File: src/rtl/fp32_pkg.sv
`default_nettype none
// ============================================================================
// Module      : fp32_pkg
// Description : Shared binary32 constants, field struct and classification
//               helpers for the floating-point datapath.
// Revision    : 1.0 - initial release
// ============================================================================
package fp32_pkg;

    localparam logic [31:0] FP_ONE      = 32'h3F80_0000;
    localparam logic [31:0] FP_ZERO     = 32'h0000_0000;
    localparam logic [31:0] FP_POS_INF  = 32'h7F80_0000;
    localparam logic [31:0] FP_NEG_INF  = 32'hFF80_0000;
    localparam logic [31:0] FP_QNAN     = 32'h7FC0_0000;
    localparam logic [31:0] CORDIC_GAIN = 32'h3F1B_74EE;
    localparam int          EXP_BIAS    = 127;

    typedef struct packed {
        logic        sign;
        logic [7:0]  exp;
        logic [22:0] frac;
    } fp32_t;

    function automatic logic fp_is_nan(input fp32_t x);
        return (x.exp == 8'hFF) && (x.frac != 23'd0);
    endfunction

    function automatic logic fp_is_inf(input fp32_t x);
        return (x.exp == 8'hFF) && (x.frac == 23'd0);
    endfunction

    // Denormals carry exponent zero and are deliberately treated as zero.
    function automatic logic fp_is_zero(input fp32_t x);
        return (x.exp == 8'h00);
    endfunction

endpackage
`default_nettype wire

File: src/rtl/fp32_arith_unit_compare.sv
`default_nettype none
// ============================================================================
// Module      : fp32_compare
// Description : Combinational binary32 magnitude comparator (lt/eq/gr),
//               denormals as zero, unordered when either input is NaN.
// Revision    : 1.0 - initial release
// ============================================================================
module fp32_compare
    import fp32_pkg::*;
(
    input  logic [31:0] i_a,
    input  logic [31:0] i_b,
    output logic        o_lt,
    output logic        o_eq,
    output logic        o_gr
);

    fp32_t       w_a;
    fp32_t       w_b;
    logic [30:0] w_mag_a;
    logic [30:0] w_mag_b;
    logic        w_unordered;

    assign w_a         = i_a;
    assign w_b         = i_b;
    assign w_mag_a     = fp_is_zero(w_a) ? 31'd0 : i_a[30:0];
    assign w_mag_b     = fp_is_zero(w_b) ? 31'd0 : i_b[30:0];
    assign w_unordered = fp_is_nan(w_a) || fp_is_nan(w_b);

    always_comb begin
        o_lt = 1'b0;
        o_eq = 1'b0;
        o_gr = 1'b0;
        if (w_unordered) begin
            o_lt = 1'b0;
        end else if ((w_mag_a == 31'd0) && (w_mag_b == 31'd0)) begin
            o_eq = 1'b1;
        end else if (w_a.sign != w_b.sign) begin
            o_lt = w_a.sign;
            o_gr = w_b.sign;
        end else if (w_mag_a == w_mag_b) begin
            o_eq = 1'b1;
        end else begin
            // Two negatives order opposite to their magnitudes.
            o_lt = (w_mag_a < w_mag_b) ^ w_a.sign;
            o_gr = (w_mag_a > w_mag_b) ^ w_a.sign;
        end
    end

endmodule
`default_nettype wire

File: src/rtl/fp32_arith_unit.sv
`default_nettype none
// ============================================================================
// Module      : fp32_arith_unit
// Description : Binary32 add/sub/mul with magnitude compare, one output
//               register stage, round-to-nearest-even, flush-to-zero.
// Revision    : 1.0 - initial release
// ============================================================================
module fp32_arith_unit
    import fp32_pkg::*;
(
    input  logic        clk,
    input  logic        rst,
    input  logic        in_valid,
    input  logic [31:0] a,
    input  logic [31:0] b,
    input  logic        control,
    input  logic        mul,
    output logic [31:0] result,
    output logic        lt,
    output logic        eq,
    output logic        gr,
    output logic        out_valid
);

    function automatic logic [31:0] fp_add(input fp32_t x, input fp32_t y);
        fp32_t              big;
        fp32_t              sml;
        logic [7:0]         d;
        logic [49:0]        ysh;
        logic [26:0]        xal;
        logic [26:0]        yal;
        logic [26:0]        norm;
        logic [27:0]        sum;
        logic [4:0]         lz;
        logic               found;
        logic               rup;
        logic signed [9:0]  e;
        logic [24:0]        mr;
        logic [31:0]        res;

        big   = x;
        sml   = y;
        d     = 8'd0;
        ysh   = 50'd0;
        xal   = 27'd0;
        yal   = 27'd0;
        norm  = 27'd0;
        sum   = 28'd0;
        lz    = 5'd0;
        found = 1'b0;
        rup   = 1'b0;
        e     = 10'sd0;
        mr    = 25'd0;
        res   = FP_ZERO;

        if (fp_is_nan(x) || fp_is_nan(y)) begin
            res = FP_QNAN;
        end else if (fp_is_inf(x) && fp_is_inf(y)) begin
            res = (x.sign == y.sign) ? {x.sign, 8'hFF, 23'd0} : FP_QNAN;
        end else if (fp_is_inf(x)) begin
            res = {x.sign, 8'hFF, 23'd0};
        end else if (fp_is_inf(y)) begin
            res = {y.sign, 8'hFF, 23'd0};
        end else begin
            if (fp_is_zero(y) || (!fp_is_zero(x) && ({x.exp, x.frac} >= {y.exp, y.frac}))) begin
                big = x;
                sml = y;
            end else begin
                big = y;
                sml = x;
            end
            d   = big.exp - sml.exp;
            xal = fp_is_zero(big) ? 27'd0 : {1'b1, big.frac, 3'b000};
            ysh = {1'b1, sml.frac, 26'd0} >> d;
            // Guard and round bits kept, everything below folds into sticky.
            if (fp_is_zero(sml)) begin
                yal = 27'd0;
            end else if (d > 8'd26) begin
                yal = 27'd1;
            end else begin
                yal = {ysh[49:24], |ysh[23:0]};
            end
            sum = (big.sign == sml.sign) ? ({1'b0, xal} + {1'b0, yal})
                                         : ({1'b0, xal} - {1'b0, yal});
            e   = $signed({2'b00, big.exp});

            if (sum == 28'd0) begin
                res = FP_ZERO;
            end else begin
                if (sum[27]) begin
                    norm = {sum[27:2], sum[1] | sum[0]};
                    e    = e + 10'sd1;
                end else begin
                    for (int i = 26; i >= 0; i--) begin
                        if (!found && sum[i]) begin
                            lz    = 5'(26 - i);
                            found = 1'b1;
                        end
                    end
                    norm = sum[26:0] << lz;
                    e    = e - $signed({5'd0, lz});
                end
                rup = norm[2] & (norm[1] | norm[0] | norm[3]);
                mr  = {1'b0, norm[26:3]} + {24'd0, rup};
                if (mr[24]) begin
                    e = e + 10'sd1;
                end
                if (e >= 10'sd255) begin
                    res = {big.sign, 8'hFF, 23'd0};
                end else if (e <= 10'sd0) begin
                    res = {big.sign, 31'd0};
                end else begin
                    res = {big.sign, e[7:0], (mr[24] ? mr[23:1] : mr[22:0])};
                end
            end
        end
        return res;
    endfunction

    function automatic logic [31:0] fp_mul(input fp32_t x, input fp32_t y);
        logic               s;
        logic [47:0]        p;
        logic [23:0]        m;
        logic               rb;
        logic               st;
        logic               rup;
        logic signed [9:0]  e;
        logic [24:0]        mr;
        logic [31:0]        res;

        s   = x.sign ^ y.sign;
        p   = 48'd0;
        m   = 24'd0;
        rb  = 1'b0;
        st  = 1'b0;
        rup = 1'b0;
        e   = 10'sd0;
        mr  = 25'd0;
        res = FP_ZERO;

        if (fp_is_nan(x) || fp_is_nan(y)) begin
            res = FP_QNAN;
        end else if ((fp_is_inf(x) && fp_is_zero(y)) || (fp_is_zero(x) && fp_is_inf(y))) begin
            res = FP_QNAN;
        end else if (fp_is_inf(x) || fp_is_inf(y)) begin
            res = {s, 8'hFF, 23'd0};
        end else if (fp_is_zero(x) || fp_is_zero(y)) begin
            res = {s, 31'd0};
        end else begin
            p = 48'({1'b1, x.frac}) * 48'({1'b1, y.frac});
            e = $signed({2'b00, x.exp}) + $signed({2'b00, y.exp}) - 10'(EXP_BIAS);
            // Product of two [1,2) significands lies in [1,4): at most one shift.
            if (p[47]) begin
                m  = p[47:24];
                rb = p[23];
                st = |p[22:0];
                e  = e + 10'sd1;
            end else begin
                m  = p[46:23];
                rb = p[22];
                st = |p[21:0];
            end
            rup = rb & (st | m[0]);
            mr  = {1'b0, m} + {24'd0, rup};
            if (mr[24]) begin
                e = e + 10'sd1;
            end
            if (e >= 10'sd255) begin
                res = {s, 8'hFF, 23'd0};
            end else if (e <= 10'sd0) begin
                res = {s, 31'd0};
            end else begin
                res = {s, e[7:0], (mr[24] ? mr[23:1] : mr[22:0])};
            end
        end
        return res;
    endfunction

    fp32_t       w_a;
    fp32_t       w_b;
    fp32_t       w_b_eff;
    logic [31:0] w_result;
    logic        w_lt;
    logic        w_eq;
    logic        w_gr;

    assign w_a     = a;
    assign w_b     = b;
    assign w_b_eff = {b[31] ^ control, b[30:0]};

    always_comb begin
        w_result = FP_ZERO;
        if (mul) begin
            w_result = fp_mul(w_a, w_b);
        end else begin
            w_result = fp_add(w_a, w_b_eff);
        end
    end

    fp32_compare u_compare (
        .i_a  (a),
        .i_b  (b),
        .o_lt (w_lt),
        .o_eq (w_eq),
        .o_gr (w_gr)
    );

    always_ff @(posedge clk or posedge rst) begin
        if (rst) begin
            result    <= FP_ZERO;
            lt        <= 1'b0;
            eq        <= 1'b0;
            gr        <= 1'b0;
            out_valid <= 1'b0;
        end else begin
            out_valid <= in_valid;
            if (in_valid) begin
                result <= w_result;
                lt     <= w_lt;
                eq     <= w_eq;
                gr     <= w_gr;
            end
        end
    end

endmodule
`default_nettype wire

File: config.mk
export PLATFORM = sky130hd
export DESIGN_NAME = fp32_arith_unit
export DESIGN_NICKNAME = d
export VERILOG_FILES = /design/src/rtl/fp32_pkg.sv /design/src/rtl/fp32_arith_unit_compare.sv /design/src/rtl/fp32_arith_unit.sv
export SDC_FILE = /design/constraint.sdc
export NUM_CORES = 2
export LEC_CHECK = 0
export CELL_PAD_IN_SITES_DETAIL_PLACEMENT = 2
export CELL_PAD_IN_SITES_GLOBAL_PLACEMENT = 2
export CORE_AREA = 2 2 273 329
export DETAILED_ROUTE_END_ITERATION = 6
export DIE_AREA = 0 0 275 331
export HOLD_SLACK_MARGIN = 0.05
export PLACE_DENSITY_LB_ADDON = 0.1
export SYNTH_ARGS = -nofsm -noshare
export SYNTH_HDL_FRONTEND = slang
export SYNTH_HIERARCHICAL = 1
export SYNTH_SLANG_ARGS = --single-unit
File: constraint.sdc
create_clock -name clk -period 1.5 [get_ports clk]
set_clock_uncertainty 0.05 [all_clocks]
set_input_delay 0.3 -clock clk [delete_from_list [all_inputs] [get_ports clk]]
set_output_delay 0.3 -clock clk [all_outputs]
set_load 0.03 [all_outputs]
==> results of run 1 <==
cell usage after synthesis, drive strengths merged, types with 10 or more instances:
library cell  instances
a311oi               13
o21bai               24
dfrtp                36
o21a                 32
mux4                 22
o31a                 11
nand4                51
nor2                325
a221oi               17
a21boi               11
fa                  485
xor2                 48
nor3                 79
o21ai               142
and4                 14
buf                  49
ha                  312
o211a                19
or2                  18
inv                 672
a211oi               38
nand2b               31
a21o                 45
mux2i                83
a31oi                69
nand2               554
and3                 32
nor2b                21
o211ai               40
and2                231
o221ai               10
clkbuf              211
a21oi               236
xnor2                98
o22ai                32
or3                  24
nand3                82
o31ai                27
or4                  10
a41oi                17
mux2                 18
nor4                 60
kinds of logic after synthesis:
| family | Yosys count |
|---|---|
| buf+inv | 936 |
| compound gates | 908 |
| flops | 36 |
| fa+ha+maj | 797 |
| xor+xnor | 146 |
| simple gates | 1560 |
| mux | 123 |
per-stage QoR:
step,hold slack [ns],setup TNS [ns]
3_3_place_gp,0.4209,-379.23
2_1_floorplan,0.2814,-341.19
==> metrics.txt, run 1 <==
DP Wirelength 195300 um; Adder-Cell Fraction of Synth Area approximately 39%; Synth Area in XOR/XNOR under 10%; post-synthesis simple-gate area fraction 21.76%; top post-synthesis cells by area fa_1, ha_1, inv_1, nand2_1, and2_1; starting density of the core roughly two fifths; Warnings, synthesis 6; Err [ERROR DPL-0033] detailed placement checks failed during check placement.; post-synthesis compound-gate area fraction roughly 18%; mux cell area share after synthesis 4.394%; EDFF count, synth 0; Rows 119; DIE HEIGHT about 330 um; die width around 280 um; top_reg_cell synth dfrtp_1; Post-synth ARST share 100.0%; Synth area leader fa_1; routability cong. a little over 1; Syn Std Cell Area approximately 35000 um2; Syn Area/Cell 7.742 um2; register area share after synthesis under 10%; post-synthesis register bit count 36; Synth cell types about 120; Mapped Cells 4506; top cell type's share of synthesized area between 20% and 30%; status aborted with a tool error; PortBufs 104; Stop stage detailed placement; Post-Syn Nets roughly 5400; IO Count about 110; main combinational cell family by area after synthesis adder cells
==> run 2, diff against run 1 <==
- CELL_PAD_IN_SITES_DETAIL_PLACEMENT: 2 -> not set
- CELL_PAD_IN_SITES_GLOBAL_PLACEMENT: 2 -> not set
- CORE_AREA: 2 2 273 329 -> 2 2 299 301
- DIE_AREA: 0 0 275 331 -> 0 0 301 303
- HOLD_SLACK_MARGIN: 0.05 -> not set
- PLACE_DENSITY_LB_ADDON: 0.1 -> 0.15
==> run 2 against run 1 <==
Net effect: the flow now finishes, with violations (setup timing); synthesized area is the same; synthesized cell count is the same.
==> metrics.txt, run 2 <==
status finished, violations left (was aborted with a tool error); failing checks setup timing; most frequent cells in the layout buf_4, inv_1, nand2_1; via/cell ratio approximately 5.6; area of the core between 80000 and 90000 um2; Post-Syn Nets 5372 (unchanged); RSZ-0062 raised after global routing true; Final Core Density 54.24%; Max-slew headroom approximately 47%; max reg flops 32; # setup viols final 35; routability cong. 0.9702 (was 1.031); HP Class in2async; initial antenna violation count 2; Warnings, synthesis 6 (unchanged); most frequent cells after synthesis inv_1, nand2_1, fa_1 (unchanged); WP data arrival roughly 12 ns; DP Wirelength 117500 um (was 195300 um); Routed wire per std cell approximately 22 um; post-synthesis register bit count 36 (unchanged); deepest clock path buffer count 2; first-pass GRT wire length about 230000 um; Adder-Cell Fraction of Synth Area 39.02% (unchanged); post-synthesis compound-gate area fraction 18.12% (unchanged); vias in the first global route ~38000; EDFF count, synth 0 (unchanged); DRC 0; TritonRoute pass-1 iters 6; clk_lat worst skew 0.27 ns; area grow syn2layout 36.78%; Via Count about 38000; worst-path fanout max 7; worst setup margin -10.69 ns; Synth area leader fa_1 (unchanged); largest net degree at the start of global routing 50; Top reg by flops result; Syn Std Cell Area 34880 um2 (unchanged); Rows 109 (was 119); ANT nets after route 0; Num CTS Buffers 5; Final period util 812.7%; Critical Path Max Stage Delay a little under 0.6 ns; main combinational cell family by area after synthesis adder cells (unchanged); clock sinks 36; IO Count 105 (unchanged); max_cap viols 0; Crit path top cell by count buf_4; final global-route overflow total 0; top cell type's share of synthesized area 27.83% (unchanged); top_reg_cell synth dfrtp_1 (unchanged); top post-synthesis cells by area fa_1, ha_1, inv_1, nand2_1, and2_1 (unchanged); Clk Tree Root Cell clkbuf_16; Global Route Usage Sum roughly a third; register area share after synthesis 2.582% (unchanged); starting density of the core 39.66% (was 39.84%); Synth cell types 116 (unchanged); Fmax achieved a little over 0.08 GHz; Post-synth ARST share 100.0% (unchanged); DRT iter0 DRCs between 3000 and 4000; clk slew on worst S/H paths roughly 0.050 ns; mux cell area share after synthesis 4.394% (unchanged); Synth Area in XOR/XNOR 3.687% (unchanged); Mapped Cells 4506 (unchanged); share of cells above drive strength 1 a little under 30%; CP Capture Type register; Syn Area/Cell 7.742 um2 (unchanged); DIE HEIGHT 303 um (was 331 um); hold-fix buffer count after cts 0; die width 301 um (was 275 um); Die Area between 90000 and 100000 um2; commonest non-fill, non-tap cell in the layout buf_4; CTS tree yes; Critical-path top delay cell or4b_4; fillers approximately 8500; post-synthesis simple-gate area fraction 21.76% (unchanged); fin. max-slew vios 0; post-layout minimum cycle time 12.19 ns; critical path startpoint category primary input; Setup Crit Path Kind in2reg; Slew @ Worst Pin 0.7673 ns; PortBufs 104 (unchanged); count leader, synth inv_1 (unchanged); drt total wl between 100000 and 150000 um; Critical Path RT around 1.6 ns; H-tree levels 2; nets 6421; final hold vios 0
[run 2: cell counts after synthesis]
Identical to the previous run, type by type.
[run 2: worst paths after layout]
check	start	end	slack [ns]	depth (start not counted)
max in group asynchronous	rst	result[7]	0.89	3
worst min register to register	result[29]	result[29]	0.43	1
worst max register to register	result[14]	result[14]	0.36	3
worst min-delay path	rst	result[8]	0.33	3
worst max-delay path	a[12]	result[5]	-10.69	60
min in group clk	result[29]	result[29]	0.43	1
[run 2: metal layers]
layer  wire length, um  GRT usage, %
met1             63030         43.29
met5                 0             0
met4              5586         10.07
met3             10700         3.795
met2             69030         54.21
[run 2: cell type report]
cell class | count | area (um2) | area share, %
Antenna cell | 2 | 5.005 | 0.01049
Clock buffer | 7 | 152.6 | 0.3199
Inverter | 676 | 2581 | 5.410
Multi-Input combinational cell | 3535 | 32280 | 67.67
Sequential cell | 36 | 900.9 | 1.888
Tap cell | 1165 | 1458 | 3.055
Timing Repair Buffer | 1301 | 10330 | 21.65
[run 2: per-stage QoR]
stage	cells	TNS, ns	worst slack, ns	instance area (um2)	hold WS (ns)
global route	6722	-355.76	-11.15	47710	0.3652
CTS	6690	-338.43	-10.60	47040	0.3353
floorplan	4506	-341.19	-10.83	35490	0.2814
detailed placement	6594	-368.36	-11.47	45140	0.4202
finish	6722	-341.48	-10.69	47710	0.3333
global placement	6594	-368.69	-11.49	45140	0.4158
[run 2: worst max-delay path, delay by kind of cell]
kind	cells	cell delay (ns)
adders and majority gates	3	0.70
and+or+nand+nor	22	5.02
buffers and inverters	13	1.95
muxes	3	0.95
AOI/OAI and AO/OA	18	3.14
xor gates and xnor gates	1	0.21
[run 2: cell families after synthesis]
logic type	Yosys count
AO/OA/AOI/OAI	908
XOR/XNOR	146
AND/OR/NAND/NOR	1560
flip-flops	36
buffers and inverters	936
multiplexers	123
adder cells (fa/ha/maj)	797
[run 2: timing repair]
item | 4_1_cts | 5_1_grt
gates cloned | 3 | 1
setup endpoints to repair | 66 | 35
pin swaps | 114 | 89
resized for setup | 389 | 176
setup buffers | 90 | 35
Power of run 2 is not shown: default switching activity piles up to over one toggle a cycle in this logic, so the estimate is an artifact.
